### src/rtl/game_pkg.sv
// Shared definitions for the game controller and the character datapath:
// state encodings, user action codes and the VGA field widths.
package game_pkg;

    localparam int COLOUR_W = 6;
    localparam int X_W      = 9;
    localparam int Y_W      = 8;
    localparam int WAIT_W   = 12;
    localparam int MOVE_W   = 8;

    // One-hot so each state maps directly onto its strobe output
    typedef enum logic [4:0] {
        S_INIT      = 5'b10000,
        S_IDLE      = 5'b01000,
        S_DRAW_MAP  = 5'b00100,
        S_APPLY     = 5'b00010,
        S_DRAW_CHAR = 5'b00001
    } state_e;

    typedef enum logic [2:0] {
        ACT_NONE   = 3'b000,
        ACT_ATTACK = 3'b001,
        ACT_UP     = 3'b010,
        ACT_DOWN   = 3'b011,
        ACT_LEFT   = 3'b100,
        ACT_RIGHT  = 3'b101
    } action_e;

    function automatic logic is_action_code(input logic [2:0] code);
        return (code >= ACT_ATTACK) && (code <= ACT_RIGHT);
    endfunction

endpackage

### src/rtl/vga_arb.sv
// Zero-latency VGA write-port mux: the active drawer owns the port,
// otherwise the port is quiet and all fields read as zero.
module vga_arb
    import game_pkg::*;
(
    input  logic                sel_map_i,
    input  logic                sel_char_i,
    input  logic [X_W-1:0]      map_x_i,
    input  logic [Y_W-1:0]      map_y_i,
    input  logic [COLOUR_W-1:0] map_colour_i,
    input  logic                map_write_i,
    input  logic [X_W-1:0]      char_x_i,
    input  logic [Y_W-1:0]      char_y_i,
    input  logic [COLOUR_W-1:0] char_colour_i,
    input  logic                char_write_i,
    output logic [X_W-1:0]      vga_x_o,
    output logic [Y_W-1:0]      vga_y_o,
    output logic [COLOUR_W-1:0] vga_colour_o,
    output logic                vga_write_o
);

    // Select the drawer that currently owns the write port
    always_comb begin
        vga_x_o      = 9'd0;
        vga_y_o      = 8'd0;
        vga_colour_o = 6'd0;
        vga_write_o  = 1'b0;
        if (sel_map_i) begin
            vga_x_o      = map_x_i;
            vga_y_o      = map_y_i;
            vga_colour_o = map_colour_i;
            vga_write_o  = map_write_i;
        end else if (sel_char_i) begin
            vga_x_o      = char_x_i;
            vga_y_o      = char_y_i;
            vga_colour_o = char_colour_i;
            vga_write_o  = char_write_i;
        end else begin
            vga_write_o  = 1'b0;
        end
    end

endmodule

### src/rtl/game_ctrl.sv
// Frame sequencer: init, wait for a frame tick, draw map, apply the user
// move every MOVE_DIV frames, draw character; with done timeouts and overrun flag.
module game_ctrl
    import game_pkg::*;
#(
    parameter int MOVE_DIV     = 4,
    parameter int DONE_TIMEOUT = 4095
) (
    input  logic                clock,
    input  logic                reset,
    input  logic                frame_tick,
    input  logic [2:0]          user_input,
    input  logic [1:0]          collision,
    input  logic                map_done,
    input  logic                char_done,
    input  logic [X_W-1:0]      map_x,
    input  logic [Y_W-1:0]      map_y,
    input  logic [COLOUR_W-1:0] map_colour,
    input  logic                map_write,
    input  logic [X_W-1:0]      char_x,
    input  logic [Y_W-1:0]      char_y,
    input  logic [COLOUR_W-1:0] char_colour,
    input  logic                char_write,
    output logic                init,
    output logic                idle,
    output logic                apply_action,
    output logic                draw_map,
    output logic                draw_char,
    output logic [X_W-1:0]      vga_x,
    output logic [Y_W-1:0]      vga_y,
    output logic [COLOUR_W-1:0] vga_colour,
    output logic                vga_write,
    output logic                frame_overrun,
    output logic                timeout_err
);

    localparam logic [MOVE_W-1:0] MOVE_LAST_C = MOVE_W'(MOVE_DIV - 1);
    localparam logic [WAIT_W-1:0] TIMEOUT_C   = WAIT_W'(DONE_TIMEOUT);

    state_e              state_q;
    logic [MOVE_W-1:0]   move_cnt_q;
    logic [WAIT_W-1:0]   wait_q;
    logic [WAIT_W-1:0]   wait_d;
    logic                wait_hit_s;
    logic                apply_q;
    logic                overrun_q;
    logic                timeout_q;
    logic                move_ok_s;

    assign wait_d     = wait_q + 12'd1;
    assign wait_hit_s = (wait_d == TIMEOUT_C);
    assign move_ok_s  = (move_cnt_q == MOVE_LAST_C) && is_action_code(user_input)
                        && (collision == 2'b00);

    // Frame sequencer, move divider, done-wait counter and sticky error flags
    always_ff @(posedge clock) begin
        if (reset) begin
            state_q    <= S_INIT;
            move_cnt_q <= 8'd0;
            wait_q     <= 12'd0;
            apply_q    <= 1'b0;
            overrun_q  <= 1'b0;
            timeout_q  <= 1'b0;
        end else begin
            apply_q <= 1'b0;
            if (frame_tick && (state_q != S_IDLE)) begin
                overrun_q <= 1'b1;
            end
            case (state_q)
                S_INIT: begin
                    state_q <= S_IDLE;
                end
                S_IDLE: begin
                    if (frame_tick) begin
                        state_q <= S_DRAW_MAP;
                        wait_q  <= 12'd0;
                    end
                end
                S_DRAW_MAP: begin
                    wait_q <= wait_d;
                    if (map_done || wait_hit_s) begin
                        state_q <= S_APPLY;
                        apply_q <= move_ok_s;
                        if (!map_done) begin
                            timeout_q <= 1'b1;
                        end
                    end
                end
                S_APPLY: begin
                    state_q    <= S_DRAW_CHAR;
                    wait_q     <= 12'd0;
                    move_cnt_q <= (move_cnt_q == MOVE_LAST_C) ? 8'd0 : move_cnt_q + 8'd1;
                end
                S_DRAW_CHAR: begin
                    wait_q <= wait_d;
                    if (char_done || wait_hit_s) begin
                        state_q <= S_IDLE;
                        if (!char_done) begin
                            timeout_q <= 1'b1;
                        end
                    end
                end
                default: begin
                    state_q <= S_INIT;
                end
            endcase
        end
    end

    assign init          = (state_q == S_INIT);
    assign idle          = (state_q == S_IDLE);
    assign draw_map      = (state_q == S_DRAW_MAP);
    assign draw_char     = (state_q == S_DRAW_CHAR);
    assign apply_action  = apply_q;
    assign frame_overrun = overrun_q;
    assign timeout_err   = timeout_q;

    vga_arb u_vga_arb (
        .sel_map_i     (draw_map),
        .sel_char_i    (draw_char),
        .map_x_i       (map_x),
        .map_y_i       (map_y),
        .map_colour_i  (map_colour),
        .map_write_i   (map_write),
        .char_x_i      (char_x),
        .char_y_i      (char_y),
        .char_colour_i (char_colour),
        .char_write_i  (char_write),
        .vga_x_o       (vga_x),
        .vga_y_o       (vga_y),
        .vga_colour_o  (vga_colour),
        .vga_write_o   (vga_write)
    );

endmodule

### config.mk
export PLATFORM = sky130hd
export DESIGN_NAME = game_ctrl
export DESIGN_NICKNAME = d
export VERILOG_FILES = /design/src/rtl/game_pkg.sv /design/src/rtl/vga_arb.sv /design/src/rtl/game_ctrl.sv
export SDC_FILE = /design/constraint.sdc
export NUM_CORES = 1
export LEC_CHECK = 0
export CAP_MARGIN = 20
export CORE_MARGIN = 2
export CORE_UTILIZATION = 30
export CTS_BUF_LIST = sky130_fd_sc_hd__clkbuf_8
export DETAILED_ROUTE_END_ITERATION = 10
export DONT_BUFFER_PORTS = 1
export PLACE_DENSITY = 0.47
export SYNTH_ARGS = -nofsm -noshare
export SYNTH_HDL_FRONTEND = slang
export SYNTH_SLANG_ARGS = --single-unit
### constraint.sdc
create_clock -name clock -period 2.4 [get_ports clock]
set_input_delay 0.12 -clock clock [delete_from_list [all_inputs] [get_ports clock]]
set_output_delay 0.12 -clock clock [all_outputs]
set_load 0.03 [all_outputs]
==> metrics.txt <==
status completed; Main synth FF type dfxtp_1; largest net degree at the start of global routing 27; Area after DPL 1938 um2; synth top area cells dfxtp_1 (31%), a22o_1 (11%), nor2_1 (4.3%); clk_lat worst skew 280 ps; largest family of logic cells by synthesized area compound AO/OA/AOI/OAI gates; synth warn 0; first-pass GRT wire length 7458 um; Worst Hold Slack 34.39 ps; cell with the most instances after synthesis dfxtp_1; complex-gate fraction of the synthesized area 0.3340; multiplexer area fraction after synthesis 0; Post-Synthesis Net Count 283; DR iter-0 viols 83; Post-synth top cells dfxtp_1 (28), a22o_1 (24), nor2_1 (21); Post-Route WL 5108 um; number of diodes 0; Worst EP arrival 1990 ps; final hold violations 0; power per cell area 465.5 nW/um2; Vias/cell 5.837; Die Ht 82.14 um; IO buf count 0; CP max-delay cell a22o_1; Setup Buffers After CTS 0; Setup violations, final 0; xor and xnor area share after synthesis 0.02869; area of the multi-input gates 1209 um2; I/O Pins 89; H-tree depth 1; WL per Instance 17.03 um; CTS sink cnt 28; DRC viols 0; Final Non-Filler Cells 300; Unique masters post-synth 57; final design utilization 0.3434; Clock power frac 0.404; worst endpoint required time 2280 ps; Root Buffer clkbuf_8; simple-gate share of the synthesized area 0.2766; Worst Path Max Fanout 26; dpl hpwl 3895 um; fin nets 287; min-delay worst type input port to flop; total core area 5921 um2; period utilization 0.8810; EDFF count, synth 0; DP Cell Count 294; Global Route Usage Sum 0.1442; number of antenna violations at the first check in global routing 0; Initial Utilization 0.3094; Seq pwr share 0.510; fmax 0.4729 GHz; max_cap viols 0; post-layout minimum cycle time 2115 ps; cell count after synthesis 222; clk buf depth 2; Slowest Stage Delay on Critical Path 440 ps; Vias 1751; aggregate global routing overflow 0; Sw Ratio 0.2353; register area 560.5 um2; sum of negative setup slack 0 ps; ys async rst share 0; sw power 0.2227 mW; gpl congestion 0.7082; LEAKAGE 0.6808 nW; Final ANT Viol Nets 0; Slew HR 0.3895; number of global-route vias before repair 1500; FP Rows 28; Synth area leader dfxtp_1; Seq/Total Area, Yosys 0.3060; Die Width 82.14 um; Critical Path Sink Type primary output; clock-pin slew on the worst setup and hold paths 100 ps; Post-Synth Adder-Cell Area 0.02049; TritonCTS clock tree yes; internal power 0.7238 mW; synthesized area 1832 um2; Filler Cells Inserted 616; DRT Pass-1 Iters 4; total CTS buffers 3; Syn-to-layout area delta 11.00%; share of the synthesized area in the top cell type 0.3060; die area 6747 um2; Fin Clk Skew 3.529 ps; Syn Area/Cell 8.251 um2; Startpoint Class flop; fin. max-slew vios 0; Logic pwr share 0.086; cell area after layout 2033 um2; Synth Register Bits 28; cells along the critical path nor3_1 > nand2_1 > clkinvlp_4 > a22o_1; CP Class flop to primary output; measured slew at the worst slew-check pin 912.7 ps; Peak VDD IR 215.3 uV; share of layout cells above drive strength 1 0.1200; RSZ-0062 raised after global routing no
routing by layer:
| metal | part of all wire | vias to the layer above | GRT usage |
|---|---|---|---|
| met1 | 0.42 | 816 | 0.1741 |
| met5 | 0 | - | 0 |
| li1 | - | 864 | - |
| met4 | 0.0067 | 0 | 0.04000 |
| met3 | 0.068 | 2 | 0.01848 |
| met2 | 0.51 | 69 | 0.2667 |
logic make-up (layout without fill, tap and decap cells):
group,Yosys count,after routing
AO/OA/AOI/OAI,79,79
XOR/XNOR,6,6
adder cells (fa/ha/maj),3,3
buffers and inverters,16,19
flip-flops,28,28
AND/OR/NAND/NOR,90,90
power by group through the flow:
stage               Combinational, mW  Sequential [mW]  Clock (mW)
floorplan                      0.0572            0.491           0
global placement               0.0727            0.494           0
detailed placement             0.0723            0.494           0
CTS                            0.0820            0.483       0.392
global route                   0.0877            0.485       0.406
finish                         0.0812            0.483       0.382
state kept, by name (all words and copies together), names as in the netlist:
| signal | count |
|---|---|
| timeout_err | 1 |
| apply_action | 1 |
| frame_overrun | 1 |
| state_q | 5 |
| move_cnt_q | 8 |
| wait_q | 12 |
layout make-up:
cell class	count	area share
clock buffer	3	0.02031
clock inverter	1	0.01477
inverter	6	0.01292
multi-input combinational	178	0.5945
sequential	28	0.2757
tap	75	0.04615
timing repair buffer	9	0.03569
cell usage in the layout, fill, tap and decap left out, types with 3 or more instances in the layout:
| cell | synthesis | routed |
|---|---|---|
| ha_1 | 3 | 3 |
| a31oi_1 | 3 | 3 |
| clkbuf_8 | 0 | 3 |
| nor4_1 | 3 | 3 |
| nand3b_1 | 4 | 4 |
| o21ai_0 | 11 | 11 |
| a211oi_1 | 4 | 4 |
| nor3_1 | 9 | 9 |
| a22o_1 | 24 | 24 |
| buf_4 | 0 | 7 |
| a21oi_1 | 14 | 14 |
| inv_1 | 4 | 4 |
| dfxtp_1 | 28 | 28 |
| nand3_1 | 7 | 7 |
| nand2_1 | 17 | 17 |
| nand4_1 | 3 | 3 |
| nor2_1 | 21 | 21 |
| xnor2_1 | 3 | 3 |
| xor2_1 | 3 | 3 |
| a311oi_1 | 3 | 3 |
| and2_1 | 3 | 3 |
| nor2b_1 | 3 | 3 |
through the flow:
| stage | worst slack (ps) | power, mW |
|---|---|---|
| 2_1_floorplan | 452.0 | 0.5484 |
| 5_1_grt | 47.06 | 0.9795 |
| 4_1_cts | 136.3 | 0.9573 |
| 3_5_place_dp | 386.1 | 0.5658 |
| 6_report | 285.5 | 0.9465 |
| 3_3_place_gp | 418.6 | 0.5668 |
critical path: cells and delay by family, from the launching register on:
kind | cells | cell delay, ps
compound gates | 1 | 440
buf+inv | 1 | 370
simple gates | 2 | 550
flops | 1 | 360
path summary, 6_finish.rpt:
kind                                                 start  cells after the start  slack, ps                         end
worst min register to register  move_cnt_q[1]$_SDFFE_PP0N_                      2        490  move_cnt_q[1]$_SDFFE_PP0N_
worst max-delay path               state_q[4]$_SDFFE_PP1P_                      4        290                    vga_y[7]
worst max register to register      wait_q[1]$_SDFFE_PP0P_                      5        350      wait_q[8]$_SDFFE_PP0P_
worst min-delay path                              map_done                      2         30     state_q[1]$_SDFFE_PP0P_
timing repair:
item | 4_1_cts | 5_1_grt
setup endpoints to repair | 0 | 24
gates resized for setup | 0 | 1
hold buffers | 2 | 0
hold endpoints to repair | 21 | 0
No activity file was read; power rests on OpenSTA's default activity.
